[src/rtl/elevator_pkg.sv]
// ---------------------------------------------------------------------------
// elevator_pkg
// Shared types and helpers for the elevator request path.
//   DEF_N_FLOORS    : default floor count
//   MAX_FLOORS      : widest floor bus the index helper accepts
//   sched_state_e   : scheduler FSM states (IDLE, OFFER, WAIT_ARRIVE)
//   UP / DOWN       : scan direction encodings
//   onehot_to_index : bit position of the (highest) set bit of a floor bus
// ---------------------------------------------------------------------------
package elevator_pkg;

   localparam int DEF_N_FLOORS = 3;
   localparam int MAX_FLOORS   = 32;

   localparam logic UP   = 1'b1;
   localparam logic DOWN = 1'b0;

   typedef enum logic [1:0] {
      IDLE        = 2'd0,
      OFFER       = 2'd1,
      WAIT_ARRIVE = 2'd2
   } sched_state_e;

   // Only meaningful for one-hot input; caller checks one-hotness separately.
   function automatic int onehot_to_index(input logic [MAX_FLOORS-1:0] vec);
      int idx;
      idx = 0;
      for (int i = 0; i < MAX_FLOORS; i++) begin
         if (vec[i]) begin
            idx = i;
         end
      end
      return idx;
   endfunction

endpackage

[src/rtl/button_sync_edge.sv]
// ---------------------------------------------------------------------------
// button_sync_edge
// Synchronizes active-low asynchronous floor buttons and emits a one-cycle
// press pulse on each released->pressed (1->0) transition.
//   clk_i      : system clock
//   reset_i    : synchronous active-high reset (all flops to released)
//   button_n_i : raw active-low buttons
//   press_o    : one-cycle press pulse per floor
// ---------------------------------------------------------------------------
module button_sync_edge #(
   parameter int WIDTH       = 3,
   parameter int SYNC_STAGES = 2
) (
   input  logic             clk_i,
   input  logic             reset_i,
   input  logic [WIDTH-1:0] button_n_i,
   output logic [WIDTH-1:0] press_o
);

   logic [WIDTH-1:0] sync_q [SYNC_STAGES];
   logic [WIDTH-1:0] prev_q;

   // Synchronizer chain plus previous-value flop for edge detection.
   always_ff @(posedge clk_i) begin
      if (reset_i) begin
         for (int s = 0; s < SYNC_STAGES; s++) begin
            sync_q[s] <= {WIDTH{1'b1}};
         end
         prev_q <= {WIDTH{1'b1}};
      end else begin
         sync_q[0] <= button_n_i;
         for (int s = 1; s < SYNC_STAGES; s++) begin
            sync_q[s] <= sync_q[s-1];
         end
         prev_q <= sync_q[SYNC_STAGES-1];
      end
   end

   // Held-low buttons produce a single pulse because prev_q follows the level.
   assign press_o = prev_q & ~sync_q[SYNC_STAGES-1];

endmodule

[src/rtl/floor_request_scheduler.sv]
// ---------------------------------------------------------------------------
// floor_request_scheduler
// Latches floor-button presses as pending requests and hands one target floor
// at a time to the motion controller using a direction-preserving SCAN policy.
//   clk, reset    : clock, synchronous active-high reset
//   button_n      : raw active-low floor buttons
//   sos_mode      : emergency mode (blocks new requests and offers)
//   current_floor : one-hot cab position
//   moving        : cab in motion
//   arrived       : one-cycle pulse, cab stopped at accepted target
//   led           : pending-request indicators
//   target_floor  : one-hot offered target, stable while target_valid
//   target_valid / target_ready : target handshake
//   direction     : scan direction, 1 = up
// ---------------------------------------------------------------------------
module floor_request_scheduler
   import elevator_pkg::*;
#(
   parameter int N_FLOORS    = DEF_N_FLOORS,
   parameter int SYNC_STAGES = 2
) (
   input  logic                clk,
   input  logic                reset,
   input  logic [N_FLOORS-1:0] button_n,
   input  logic                sos_mode,
   input  logic [N_FLOORS-1:0] current_floor,
   input  logic                moving,
   input  logic                arrived,
   output logic [N_FLOORS-1:0] led,
   output logic [N_FLOORS-1:0] target_floor,
   output logic                target_valid,
   input  logic                target_ready,
   output logic                direction
);

   localparam logic [N_FLOORS-1:0] ZERO = {N_FLOORS{1'b0}};
   localparam logic [N_FLOORS-1:0] ONE  = N_FLOORS'(1'b1);

   logic [N_FLOORS-1:0] press_s;
   logic [N_FLOORS-1:0] block_s;
   logic [N_FLOORS-1:0] set_s;
   logic [N_FLOORS-1:0] clr_s;
   logic [N_FLOORS-1:0] pending_d;
   logic [N_FLOORS-1:0] pending_q;
   logic                cf_onehot_s;
   int                  cur_idx_s;
   logic                above_found_s;
   logic                below_found_s;
   int                  above_idx_s;
   int                  below_idx_s;
   logic                sel_found_s;
   logic                sel_dir_s;
   int                  sel_idx_s;
   logic [N_FLOORS-1:0] sel_target_s;
   sched_state_e        state_q;
   logic [N_FLOORS-1:0] target_floor_q;
   logic                target_valid_q;
   logic                direction_q;

   button_sync_edge #(
      .WIDTH       (N_FLOORS),
      .SYNC_STAGES (SYNC_STAGES)
   ) u_button_sync_edge (
      .clk_i      (clk),
      .reset_i    (reset),
      .button_n_i (button_n),
      .press_o    (press_s)
   );

   // Next pending set: presses are masked by SOS and by the floor the cab is
   // parked at; an arrival clear overrides a same-cycle press.
   always_comb begin
      cf_onehot_s = $onehot(current_floor);
      cur_idx_s   = onehot_to_index(MAX_FLOORS'(current_floor));
      if (cf_onehot_s && !moving) begin
         block_s = current_floor;
      end else begin
         block_s = ZERO;
      end
      if (sos_mode) begin
         set_s = ZERO;
      end else begin
         set_s = press_s & ~block_s;
      end
      if (arrived) begin
         clr_s = current_floor;
      end else begin
         clr_s = ZERO;
      end
      pending_d = (pending_q | set_s) & ~clr_s;
   end

   // SCAN selector: nearest pending strictly above / below the cab, then pick
   // by current direction, reversing only when nothing lies ahead.
   always_comb begin
      above_found_s = 1'b0;
      below_found_s = 1'b0;
      above_idx_s   = 0;
      below_idx_s   = 0;
      // Descending walk: the last hit is the nearest floor above.
      for (int i = N_FLOORS-1; i >= 0; i--) begin
         if ((i > cur_idx_s) && pending_q[i]) begin
            above_found_s = 1'b1;
            above_idx_s   = i;
         end else begin
            above_found_s = above_found_s;
            above_idx_s   = above_idx_s;
         end
      end
      // Ascending walk: the last hit is the nearest floor below.
      for (int i = 0; i < N_FLOORS; i++) begin
         if ((i < cur_idx_s) && pending_q[i]) begin
            below_found_s = 1'b1;
            below_idx_s   = i;
         end else begin
            below_found_s = below_found_s;
            below_idx_s   = below_idx_s;
         end
      end
      sel_found_s = 1'b0;
      sel_idx_s   = 0;
      sel_dir_s   = direction_q;
      if (direction_q == UP) begin
         if (above_found_s) begin
            sel_found_s = 1'b1;
            sel_idx_s   = above_idx_s;
            sel_dir_s   = UP;
         end else if (below_found_s) begin
            sel_found_s = 1'b1;
            sel_idx_s   = below_idx_s;
            sel_dir_s   = DOWN;
         end else begin
            sel_found_s = 1'b0;
         end
      end else begin
         if (below_found_s) begin
            sel_found_s = 1'b1;
            sel_idx_s   = below_idx_s;
            sel_dir_s   = DOWN;
         end else if (above_found_s) begin
            sel_found_s = 1'b1;
            sel_idx_s   = above_idx_s;
            sel_dir_s   = UP;
         end else begin
            sel_found_s = 1'b0;
         end
      end
      sel_target_s = ONE << sel_idx_s;
   end

   // Pending register and offer/accept/arrive FSM with registered outputs.
   always_ff @(posedge clk) begin
      if (reset) begin
         pending_q      <= ZERO;
         state_q        <= IDLE;
         target_floor_q <= ZERO;
         target_valid_q <= 1'b0;
         direction_q    <= UP;
      end else begin
         pending_q <= pending_d;
         case (state_q)
            IDLE: begin
               // A pending request at the cab's own floor yields no target.
               if (!sos_mode && cf_onehot_s && sel_found_s) begin
                  target_floor_q <= sel_target_s;
                  target_valid_q <= 1'b1;
                  direction_q    <= sel_dir_s;
                  state_q        <= OFFER;
               end
            end
            OFFER: begin
               // An accepted handshake is final even if SOS rises the same cycle.
               if (target_ready) begin
                  target_valid_q <= 1'b0;
                  state_q        <= WAIT_ARRIVE;
               end else if (sos_mode) begin
                  target_valid_q <= 1'b0;
                  state_q        <= IDLE;
               end
            end
            WAIT_ARRIVE: begin
               if (arrived) begin
                  state_q <= IDLE;
               end
            end
            default: begin
               target_valid_q <= 1'b0;
               state_q        <= IDLE;
            end
         endcase
      end
   end

   assign led          = pending_q;
   assign target_floor = target_floor_q;
   assign target_valid = target_valid_q;
   assign direction    = direction_q;

endmodule

[config.mk]
export PLATFORM = sky130hd
export DESIGN_NAME = floor_request_scheduler
export DESIGN_NICKNAME = d
export VERILOG_FILES = /design/src/rtl/elevator_pkg.sv /design/src/rtl/button_sync_edge.sv /design/src/rtl/floor_request_scheduler.sv
export SDC_FILE = /design/constraint.sdc
export NUM_CORES = 1
export LEC_CHECK = 0
export ABC_AREA = 1
export BUFFER_PORTS_ARGS = -buffer_cell sky130_fd_sc_hd__buf_2
export CAP_MARGIN = 20
export CORE_MARGIN = 4
export CORE_UTILIZATION = 50
export CTS_BUF_LIST = sky130_fd_sc_hd__clkbuf_16
export DETAILED_ROUTE_END_ITERATION = 16
export GPL_TIMING_DRIVEN = 0
export PLACE_DENSITY = 0.76
export SYNTH_ARGS = -nofsm -noshare
export SYNTH_HDL_FRONTEND = slang
export SYNTH_SLANG_ARGS = --single-unit
[constraint.sdc]
create_clock -name clk -period 1.89 [get_ports clk]
set_input_delay 0.0945 -clock clk [delete_from_list [all_inputs] [get_ports clk]]
set_output_delay 0.0945 -clock clk [all_outputs]
set_load 0.01 [all_outputs]
---- Yosys cells after proc, flatten, opt, wreduce, memory -nomap -nowiden ----
Memory sizes are Yosys's and may differ from the RTL's.
Cells that the tools add are included.
operators by class
  $add $sub $neg .......................... 2
  order comparisons ....................... 6
  equal/unequal tests ..................... 6
  shift-type cells ........................ 1
  mux-type cells .......................... 44
  bitwise gates (word level) .............. 10
  reduce and logical (&&, ||, !) cells .... 15
operators with widths
  operator                                                                         number
  32-bit two-way mux                                                               8
  1-bit by 32-bit greater-than comparator with 1-bit output, first input constant  1
  2-bit by 32-bit greater-than comparator with 1-bit output, first input constant  1
  3-bit by 32-bit greater-than comparator with 1-bit output, first input constant  1
  1-bit by 32-bit < comparator with 1-bit output, first input constant             1
  2-bit by 32-bit < comparator with 1-bit output, first input constant             1
  3-bit by 32-bit < comparator with 1-bit output, first input constant             1
  1-bit by 32-bit left shift with 3-bit output, first input constant               1
  1-bit two-way mux                                                                23
  3-bit two-way mux                                                                5
  2-bit two-way mux                                                                6
  3-bit bitwise AND                                                                3
  1-bit logical AND                                                                9
  3-bit NOT                                                                        3
  2-bit one-hot mux with 3 select lines                                            1
  3-bit AND reduction                                                              2
  2-bit by 1-bit == test with 1-bit output, second input constant                  2
  2-bit != test, second input constant                                             2
  3-bit != test, second input constant                                             1
  3-bit bitwise OR                                                                 1
  1-bit one-hot mux with 3 select lines                                            1
  1-bit by 1-bit adder with 2-bit output                                           1
  2-bit by 1-bit adder with 2-bit output                                           1
  2-bit == test, second input constant                                             1
  other kinds (5)                                                                  7
word-level totals
  register bits after elaboration ......... 13
  bits in writable memories ............... 6
  bits of input ports ..................... 12
  output and inout bits ................... 8
  word-level logic and storage cells ...... 91
  memories kept ........................... 1
memory list
  memory                     depth  bits a word  rd ports  clocked after memory_dff  write ports  line                    RTL
  u_button_sync_edge.sync_q  2      3            2         0                         2            button_sync_edge.sv:20  logic [WIDTH-1:0] sync_q [SYNC_STAGES];

---- Depth between registers and ports, before layout ----
Gate-level depths: netlist (run 1).
  word-level depth ........................ 13
  gate-level depth with buffers ........... 9

---- Hierarchy ----
From an unflattened synthesis (run 1), not the netlist that was laid out.
second synthesis, totals
  cell total of the unflattened synthesis .. 106
  area total of the unflattened synthesis .. 822.0 µm²
by module, submodules not included
  module                   instances  cells an instance  area each (µm²)  seq. area each (µm²)
  floor_request_scheduler  1          72                 548.0            200.2
  button_sync_edge         1          34                 274.0            180.2

---- Worst setup path after synthesis (run 1) ----
Ideal clock, no wire load.
  path type ............................... input to register
  start ................................... input current_floor[1]
  end ..................................... register pending_q[0], in the netlist led[0]
  arrival time ............................ 1234 ps
  data required time ...................... 1768 ps
  path slack .............................. 535 ps
  cell stages on the path ................. 7
  cell sequence ........................... inv_1 fa_1 inv_1 nand2_1 or2_2 o21ai_0 a21oi_1
on the way
  word-level cells in the longest chain between the ends .. 10
ends and longest elaborated chain
  what                                                          line                            RTL
  start: declaration                                            floor_request_scheduler.sv:26   input logic [N_FLOORS-1:0] current_floor,
  1-bit by 1-bit adder with 2-bit output (implied by the code)  floor_request_scheduler.sv:73   cf_onehot_s = $onehot(current_floor);
  2-bit by 1-bit adder with 2-bit output (implied by the code)  floor_request_scheduler.sv:73
  2-bit by 1-bit == test with 1-bit output                      floor_request_scheduler.sv:73
  1-bit logical AND                                             floor_request_scheduler.sv:75   if (cf_onehot_s && !moving) begin
  3-bit two-way mux                                             floor_request_scheduler.sv:75
  3-bit NOT                                                     floor_request_scheduler.sv:83   set_s = press_s & ~block_s;
  3-bit bitwise AND                                             floor_request_scheduler.sv:83
  3-bit two-way mux                                             floor_request_scheduler.sv:80   if (sos_mode) begin
  3-bit bitwise OR                                              floor_request_scheduler.sv:90   pending_d = (pending_q | set_s) & ~clr_s;
  3-bit bitwise AND                                             floor_request_scheduler.sv:90
  end signal: assignment                                        floor_request_scheduler.sv:160  pending_q <= pending_d;
  end: declaration                                              floor_request_scheduler.sv:44   logic [N_FLOORS-1:0] pending_q;
No other way between the ends.
A chain may end at the register's enable or synchronous reset.

---- Final worst setup path (run 1) ----
  start ................................... input current_floor[1]
  end ..................................... register pending_q[2], in the netlist led[2]
Same word-level chain as after synthesis.

==> results of run 1 <==
[state kept, by name, summed over array words and instances (netlist names)]
name,cells
u_button_sync_edge.sync_q,6
u_button_sync_edge.prev_q,3
direction,1
led,3
state_q,2
target_floor,3
target_valid,1
[path summary, 6_finish.rpt]
check / slack [ns] / from / depth (start not counted) / endpoint
min: 0.03 / button_n[2] / 2 / u_button_sync_edge.sync_q[0][2]
max reg2reg: 0.79 / led[1] / 7 / target_floor[2]
max: 0.54 / current_floor[1] / 8 / led[2]
min reg2reg: 0.41 / u_button_sync_edge.sync_q[0][1] / 1 / u_button_sync_edge.sync_q[0][4]
[metrics by stage]
| stage | utilization (%) | total power, mW | hold slack [ns] | setup slack, ns | cell area (um2) |
|---|---|---|---|---|---|
| final | 65.9 | 0.907 | 0.0274 | 0.539 | 1000 |
| after global routing | 65.9 | 0.947 | 0.0330 | 0.389 | 1000 |
| after CTS | 65.9 | 0.916 | 0.0268 | 0.520 | 1000 |
| after detailed placement | 60.7 | 0.494 | 0.279 | 0.281 | 925 |
| after global placement | 60.7 | 0.491 | 0.276 | 0.336 | 925 |
| after floorplan | - | 0.468 | 0.188 | 0.535 | 810 |
[cells by family after synthesis]
family | Yosys count | synth area share [%]
compound gates | 14 | 9.12
fa+ha+maj | 1 | 2.47
buf+inv | 17 | 7.88
flops | 19 | 47.0
simple gates | 52 | 33.5
[final cells by class]
type / count / area share, %
Inverter: 16 / 5.98
Tap cell: 16 / 1.99
Timing Repair Buffer: 19 / 9.46
Clock buffer: 3 / 7.47
Clock inverter: 1 / 0.498
Multi-Input combinational cell: 67 / 36.4
Buffer: 1 / 0.374
Sequential cell: 19 / 37.9
[cell usage in the layout, fill, tap and decap left out, types with 3 or more instances in the layout]
cell / count
dfxtp_1: 19
nor2_1: 6
nand2_1: 20
a21oi_1: 8
buf_2: 19
inv_1: 15
or2_2: 9
clkbuf_16: 3
o21ai_0: 5
nand3_1: 10
[power breakdown]
group | internal, mW | switching, mW
combinational | 0.0287 | 0.0412
sequential | 0.411 | 0.00383
clock | 0.283 | 0.139
[routing by layer]
layer	track usage, %	vias to the layer above	wire length (um)
met1	17.9	313	701
met2	25.0	13	686
li1	-	374	-
met3	3.69	2	76
met5	0	-	0
met4	6.99	0	14
==> key figures, run 1 <==
Outcome
  – Status: completed

Power and ir drop
  – Leak: 0.519 nW
  – Max IR drop VDD: 0.635 mV
  – Power Density: 903 nW/um2

Final layout
  – Footprint of the multi-input gates: approximately 370 um2
  – ANT cells: 0
  – Total Nets Final: between 100 and 150
  – Layout cells sized above 1: 31.0%
  – Reg area: between 300 and 400 um2
  – Final Instance Count excl. Fillers: around 140
  – Fillcell total: 144
  – Layout area overhead: 24.1%

Floorplan
  – Core area: about 1500 um2
  – Initial cell density of the core: 53.1%
  – Cell Rows: 14
  – I/O pins: 20
  – Die height: 48.2 um
  – Die area: 2330 um2
  – DIE WIDTH: 48.2 um

Worst setup path
  – Top cell by count, worst path: inv_1
  – Crit path max fanout: 4
  – Critical Path RT: 2.02 ns
  – WS Path Type: primary input to flip-flop
  – Kind of cell adding the most delay to the critical path: adder cells
  – Slowest stage delay, CP: between 0.4 and 0.5 ns
  – Worst Setup End Kind: flip-flop
  – Crit path DAT: roughly 1.5 ns
  – Crit-path slowest cell: fa_1
  – Startpoint class of the critical path: primary input
  – Crit path buffers/inverters: 3
  – Cell Chain, Critical Path: buf_2, inv_1, fa_1, inv_1, nand2_1, or2_2, o21ai_0, a21oi_1

Synthesis
  – Synthesized instance count: 103
  – Share of the synthesized area in the top cell type: 47.0%
  – Number of synthesized flops with an enable pin: 0
  – #FFs+latches synth: 19
  – Post-Synthesis Cell Area: 810 um2
  – Average cell area after synthesis: 7.86 um2
  – Post-synth ARST share: 0%
  – Synth top cells by count: nand2_1 (20), dfxtp_1 (19), inv_1 (15)
  – Post-synthesis cell type count: 19
  – Cell taking the most area after synthesis: dfxtp_1
  – Sequential share of the synthesized area: a little under half
  – Synth Warn #: 0
  – Top-count cell post-synth: nand2_1
  – Net count after synthesis: between 100 and 150
  – Prevailing post-synth register cell: dfxtp_1
  – Synth area leaders: dfxtp_1 (47%), nand2_1 (9.3%), inv_1 (7.0%)

Clocking
  – Clock Path Buffers: 2
  – Clock insertion delay at the later pin of the skew report: 0.25 ns
  – CTS tree: built
  – H-tree levels: 1
  – CTS Buf Count: 3
  – Hold Buf Count CTS: 0
  – Post-CTS Setup Repair Bufs: 0
  – Clock transition at the registers of the reported paths: 0.05 ns
  – CTS root buf: clkbuf_16
  – TritonCTS Sinks: 19
  – Post-cts gate resize count: 0

GRT
  – Largest net degree at the start of global routing: 12
  – Vias in the first global route: between 600 and 700
  – Initial antenna violation count: 0
  – Global-route wire length before repair: 2450 um
  – Tot GR Track Use: 15.0%
  – Remaining Overflow, GRT: 0

Placement
  – RePlAce Congestion: 0.789
  – # port buffers: 19
  – Detail Placement HPWL: roughly 1200 um
  – Inst Count DP: 138

Min path
  – Hold Crit Class: primary input to flip-flop

Timing
  – Fin. Hold Viols: 0
  – TNS Setup: 0 ns
  – Final period util: 71.5%
  – Least-Margin Pin Slew: roughly 0.36 ns
  – RSZ-0062 raised after global routing: no
  – Minimum clock period: between 1 and 1.5 ns
  – Maximum achievable frequency: 740 MHz
  – Fin Clk Skew: 0.00218 ns
  – Slew Viols, Final: 0
  – Setup violations, final: 0
  – Slew Limit Headroom: 75.7%

Drt
  – Detailed Route WL: 1480 um
  – Post-route DRC: 0
  – Vias per cell: 4.94
  – Antenna Violating Nets Remaining: 0
  – Iteration count of the initial detailed-routing pass: 3
  – Via total after detailed routing: 702
  – DR WL/cell: 10.4 um
  – Initial drt markers: 7

Run
  – Max_cap viols: 0
Power figures use the tool's default switching activity.
==> run 2, diff against run 1 <==
Settings changed: CORE_UTILIZATION 50 to 45, PLACE_DENSITY 0.76 to 0.72.
Clock period 1.89 ns to 1.1 ns, I/O delays scaled along.
==> key figures, run 2 (same netlist as run 1, synthesis figures left out) <==
Outcome
  – Status: complete, but fails checks (was completed)
  – Violated checks: hold timing, setup timing

Timing
  – Slew Limit Headroom: 75.4% (was 75.7%)
  – Final period util: 101%
  – Fin. Hold Viols: 1 (was 0)
  – Setup violations, final: 1 (was 0)
  – Fin Clk Skew: 0.00423 ns (was 0.00218 ns)
  – Least-Margin Pin Slew: 0.369 ns (was 0.364 ns)
  – Maximum achievable frequency: 902 MHz
  – Minimum clock period: about 1.1 ns
  – Fin worst setup slack: -0.00834 ns (was 0.539 ns)
  – Slew Viols, Final: 0 (unchanged)
  – RSZ-0062 raised after global routing: yes (was no)
  – Minimum hold slack: -0.000707 ns (was 0.0274 ns)

Worst setup path
  – Startpoint class of the critical path: primary input (unchanged)
  – WS Path Type: primary input to flip-flop (unchanged)
  – Worst Setup End Kind: flip-flop (unchanged)
  – Crit path max fanout: 3 (was 4)
  – Worst reg2reg setup slack: 0.02 ns (was 0.79 ns)
  – Critical Path RT: 1.24 ns (was 2.02 ns)
  – Crit path DAT: 1.24 ns (was 1.48 ns)

Final layout
  – Fillcell total: 139 (was 144)
  – Utilization after layout: 68.6% (was 65.9%)
  – Footprint of the multi-input gates: 409 um2 (was 365 um2)
  – ANT cells: 0 (unchanged)
  – Most frequent cells in the layout: dfxtp_1 (18), buf_2 (16), nand2_1 (15), inv_1 (11), nand3_1 (9) (was nand2_1 (20), dfxtp_1 (19), buf_2 (19), inv_1 (15), nand3_1 (10))
  – Max reg flops: 6 (unchanged)
  – Total Nets Final: 149 (was 140)
  – Largest register by flop count: u_button_sync_edge.sync_q (unchanged)
  – Layout area overhead: 44.8% (was 24.1%)
  – Reg area: 384 um2 (was 380 um2)
  – Final Instance Count excl. Fillers: 160 (was 142)
  – Most common cell after layout, fill and taps aside: dfxtp_1 (was nand2_1)
  – Final instance area: 1170 um2 (was 1000 um2)
  – Layout cells sized above 1: 44.4% (was 31.0%)

Drt
  – Antenna Violating Nets Remaining: 0 (unchanged)
  – Post-route DRC: 0 (unchanged)
  – Vias per cell: 4.69 (was 4.94)
  – Iteration count of the initial detailed-routing pass: 4 (was 3)
  – DR WL/cell: 12.0 um (was 10.4 um)
  – Via total after detailed routing: 751 (was 702)
  – Initial drt markers: 11 (was 7)
  – Detailed Route WL: 1920 um (was 1480 um)

Floorplan
  – Initial cell density of the core: 47.4% (was 53.1%)
  – I/O pins: 20 (unchanged)
  – Cell Rows: 15 (was 14)
  – DIE WIDTH: 50.4 um (was 48.2 um)
  – Core area: 1710 um2 (was 1520 um2)
  – Die height: 50.4 um (was 48.2 um)
  – Die area: 2540 um2 (was 2330 um2)

Clocking
  – CTS root buf: clkbuf_16 (unchanged)
  – Clock transition at the registers of the reported paths: 0.05 ns (about the same)
  – Clock insertion delay at the later pin of the skew report: 0.25 ns (about the same)
  – TritonCTS Sinks: 19 (unchanged)
  – Clock Path Buffers: 2 (unchanged)
  – H-tree levels: 1 (unchanged)
  – CTS Buf Count: 3 (unchanged)
  – CTS tree: built (unchanged)

GRT
  – Largest net degree at the start of global routing: 11 (was 12)
  – Remaining Overflow, GRT: 0 (unchanged)
  – Initial antenna violation count: 0 (unchanged)
  – Vias in the first global route: 717 (was 640)
  – Global-route wire length before repair: 3050 um (was 2450 um)
  – Tot GR Track Use: 16.3% (was 15.0%)

Placement
  – DP Area: 953 um2 (was 925 um2)
  – RePlAce Congestion: 0.889 (was 0.789)
  – # port buffers: 19 (unchanged)
  – Inst Count DP: 147 (was 138)
  – Detail Placement HPWL: 1230 um (was 1170 um)

Power and ir drop
  – Logic pwr share: 11.1% (was 7.7%)
  – Clk network pwr share: 45.0% (was 46.5%)
  – Leak: 0.588 nW (was 0.519 nW)
  – Max IR drop VDD: 0.987 mV (was 0.635 mV)
  – Sequential share of power: 43.9% (was 45.8%)
  – Power Density: 1390 nW/um2 (was 903 nW/um2)
  – Sw Pwr: 0.350 mW (was 0.184 mW)
  – Sw Ratio: 21.5% (was 20.3%)
  – Internal cell power: 1.28 mW (was 0.723 mW)

Run
  – Max_cap viols: 0 (unchanged)

Min path
  – Hold Crit Class: primary input to flip-flop (unchanged)
## run 2: per-stage QoR
stage / power [mW] / hold slack [ns] / setup slack, ns / setup TNS [ns]
3_5_place_dp: 0.860 / 0.242 / -0.301 / -2.34
3_3_place_gp: 0.856 / 0.237 / -0.285 / -2.13
5_1_grt: 1.68 / 0.0143 / -0.0821 / -0.371
6_report: 1.63 / -0.000707 / -0.00834 / -0.00834
2_1_floorplan: 0.812 / 0.146 / -0.0833 / -0.222
4_1_cts: 1.61 / 0.0000282 / -0.00223 / -0.00223
## run 2: area by class of cell
class,count,area share (%)
Buffer,1,0.320
Tap cell,25,2.67
Clock inverter,1,0.320
Multi-Input combinational cell,67,34.9
Timing Repair Buffer,28,16.6
Inverter,16,5.98
Sequential cell,19,32.8
Clock buffer,3,6.40
## run 2: worst paths after layout
path | end | cells after the start | from
worst max-delay path | led[0] | 8 | current_floor[0]
worst min-delay path | u_button_sync_edge.sync_q[0][1] | 2 | button_n[1]
worst max register to register | target_floor[2] | 7 | state_q[0]
worst min register to register | u_button_sync_edge.sync_q[0][3] | 1 | u_button_sync_edge.sync_q[0][0]
## run 2: worst max-delay path, cell delays in order
cell     delay [ns]
buf_8          0.09
inv_8          0.03
fa_1           0.47
inv_1          0.08
nand2_2        0.07
or2_4          0.25
o21ai_2        0.15
a21oi_2        0.06
## run 2: timing repair
item / in CTS / in global routing
hold endpoints to repair: 3 / 1
buffers inserted: 4 / 1
setup endpoints to repair: 7 / 9
gates resized for setup: 8 / 13
pin swaps: 5 / 11
hold buffers: 3 / 1
## run 2: power by group through the flow
stage / combinational [mW] / clock [mW] / sequential (mW)
6_report: 0.180 / 0.732 / 0.713
5_1_grt: 0.200 / 0.766 / 0.715
4_1_cts: 0.162 / 0.738 / 0.714
3_5_place_dp: 0.132 / 0 / 0.729
3_3_place_gp: 0.128 / 0 / 0.727
2_1_floorplan: 0.0831 / 0 / 0.729
## run 2: metal layers
| metal | vias to the layer above | global-route usage [%] | part of all wire, % |
|---|---|---|---|
| met2 | 18 | 28.9 | 51 |
| li1 | 388 | - | - |
| met3 | 6 | 2.97 | 5.1 |
| met4 | 0 | 8.97 | 2.2 |
| met5 | - | 0 | 0 |
| met1 | 339 | 18.2 | 41 |
==> run 3, diff against run 2 <==
Settings changed: MAX_ROUTING_LAYER set to met4.
==> key figures, run 3 (same netlist as run 1, synthesis figures left out) <==
Worst setup path
  – Cell Chain, Critical Path: buf_8, inv_8, fa_1, inv_1, nand2_2, or2_4, o21ai_2, a21oi_2 (unchanged)
  – Crit path DAT: 1.24 ns (about the same)
  – Slowest stage delay, CP: 0.47 ns (about the same)
  – RR Startpoint: state_q[0] (unchanged)
  – R2r worst-path depth: 7 (unchanged)
  – WS Path Type: primary input to flip-flop (unchanged)
  – Critical Path RT: 1.24 ns (about the same)
  – Crit-path slowest cell: fa_1 (unchanged)
  – Worst reg2reg setup slack: 0.02 ns (about the same)
  – R2R Path End: target_floor[2] (unchanged)
  – Worst Setup End Kind: flip-flop (unchanged)
  – Crit path max fanout: 3 (unchanged)
  – Setup crit start: current_floor[0] (unchanged)
  – Startpoint class of the critical path: primary input (unchanged)

Clocking
  – H-tree levels: 1 (unchanged)
  – CTS Buf Count: 3 (unchanged)
  – Clock transition at the registers of the reported paths: 0.05 ns (about the same)
  – Clock Path Buffers: 2 (unchanged)
  – CTS tree: built (unchanged)
  – Clock insertion delay at the later pin of the skew report: 0.25 ns (about the same)
  – CTS root buf: clkbuf_16 (unchanged)
  – TritonCTS Sinks: 19 (unchanged)

Final layout
  – Layout area overhead: 44.8% (unchanged)
  – Total Nets Final: 149 (unchanged)
  – Most frequent cells in the layout: dfxtp_1 (18), buf_2 (16), nand2_1 (15), inv_1 (11), nand3_1 (9) (unchanged)
  – Final Instance Count excl. Fillers: 160 (unchanged)
  – Largest register by flop count: u_button_sync_edge.sync_q (unchanged)
  – Layout cells sized above 1: 44.4% (unchanged)
  – Most common cell after layout, fill and taps aside: dfxtp_1 (unchanged)
  – ANT cells: 0 (unchanged)
  – Utilization after layout: 68.6% (unchanged)
  – Max reg flops: 6 (unchanged)

Timing
  – Maximum achievable frequency: 902 MHz (about the same)
  – Minimum clock period: 1.11 ns (about the same)
  – Fin. Hold Viols: 1 (unchanged)
  – Fin worst setup slack: -0.00805 ns (was -0.00834 ns)
  – Slew Viols, Final: 0 (unchanged)
  – Final period util: 101% (about the same)
  – Fin Clk Skew: 0.00408 ns (was 0.00423 ns)
  – Least-Margin Pin Slew: 0.369 ns (about the same)
  – Setup violations, final: 1 (unchanged)
  – Minimum hold slack: -0.00169 ns (was -0.000707 ns)
  – Slew Limit Headroom: 75.4% (about the same)
  – RSZ-0062 raised after global routing: yes (unchanged)

Placement
  – Inst Count DP: 147 (unchanged)
  – # port buffers: 19 (unchanged)
  – RePlAce Congestion: 0.904 (was 0.889)
  – Detail Placement HPWL: 1230 um (unchanged)

Floorplan
  – DIE WIDTH: 50.4 um (unchanged)
  – Core area: 1710 um2 (unchanged)
  – Die area: 2540 um2 (unchanged)
  – I/O pins: 20 (unchanged)
  – Cell Rows: 15 (unchanged)
  – Initial cell density of the core: 47.4% (unchanged)
  – Die height: 50.4 um (unchanged)

Drt
  – DR WL/cell: 12.0 um (about the same)
  – Post-route DRC: 0 (unchanged)
  – Iteration count of the initial detailed-routing pass: 4 (unchanged)
  – Vias per cell: 4.69 (unchanged)
  – Initial drt markers: 11 (unchanged)
  – Detailed Route WL: 1920 um (about the same)
  – Via total after detailed routing: 751 (unchanged)
  – Antenna Violating Nets Remaining: 0 (unchanged)

Power and ir drop
  – Max IR drop VDD: 0.988 mV (was 0.987 mV)
  – Power Density: 1390 nW/um2 (about the same)
  – Pwr Total: 1.63 mW (about the same)
  – Leak: 0.588 nW (unchanged)

GRT
  – Initial antenna violation count: 0 (unchanged)
  – Largest net degree at the start of global routing: 11 (unchanged)
  – Global-route wire length before repair: 3040 um (was 3050 um)
  – Remaining Overflow, GRT: 0 (unchanged)
  – Tot GR Track Use: 16.7% (was 16.3%)
  – Vias in the first global route: 719 (was 717)

Min path
  – Hold depth: 2 (unchanged)
  – Hold_sp: button_n[1] (unchanged)
  – Hold Crit Class: primary input to flip-flop (unchanged)
  – WHS Endpoint: u_button_sync_edge.sync_q[0][1] (unchanged)

Run
  – Max_cap viols: 0 (unchanged)

Outcome
  – Status: complete, but fails checks (unchanged)
  – Violated checks: hold timing, setup timing (unchanged)
## run 3: worst max path at each step
stage / slack (ns) / endpoint
after floorplan: -0.08 / led[2]
after global routing: -0.08 / target_floor[2]
after CTS: -0.002 / target_floor[2]
final: -0.008 / led[0]
after global placement: -0.29 / led[2]
after detailed placement: -0.30 / led[0]
## run 3: final cells by class
type / count / area, um2
buffer: 1 / 3.75
clock buffer: 3 / 75.1
clock inverter: 1 / 3.75
fill: 139 / 536
inverter: 16 / 70.1
multi-input combinational: 67 / 409
sequential: 19 / 384
tap: 25 / 31.3
timing repair buffer: 28 / 195
## run 3: metrics by stage
step / hold WS, ns / instance area (um2) / setup TNS, ns / worst slack [ns]
after floorplan: 0.146 / 827 / -0.222 / -0.0833
after global placement: 0.237 / 953 / -2.13 / -0.285
after detailed placement: 0.242 / 953 / -2.34 / -0.301
after CTS: 0.0000282 / 1120 / -0.00223 / -0.00223
after global routing: 0.0143 / 1170 / -0.371 / -0.0821
final: -0.00169 / 1170 / -0.00805 / -0.00805
## run 3: layer usage
| layer | track usage, % | up-vias | routed length (um) |
|---|---|---|---|
| met2 | 28.9 | 18 | 980 |
| met1 | 18.1 | 339 | 803 |
| met4 | 8.97 | 0 | 42 |
| met3 | 2.97 | 6 | 97 |
| li1 | - | 388 | - |
| met5 | - | - | 0 |
## run 3: what timing repair did
item	in CTS	in global routing
gates resized for setup	8	13
setup endpoints to repair	7	9
buffers inserted	4	1
endpoints found under the hold margin	3	1
hold buffers	3	1
pin swaps	5	11
## run 3: report_power, final
| group | total [mW] | internal (mW) | switching [mW] | leakage (nW) |
|---|---|---|---|---|
| sequential | 0.713 | 0.705 | 0.00847 | 0.156 |
| combinational | 0.180 | 0.0873 | 0.0929 | 0.390 |
| clock | 0.733 | 0.483 | 0.249 | 0.0423 |
## run 3: worst max-delay path, delay by kind of cell
kind,cells,cell delay [ns]
compound gates,2,0.21
simple gates,2,0.32
fa+ha+maj,1,0.47
buf+inv,3,0.20
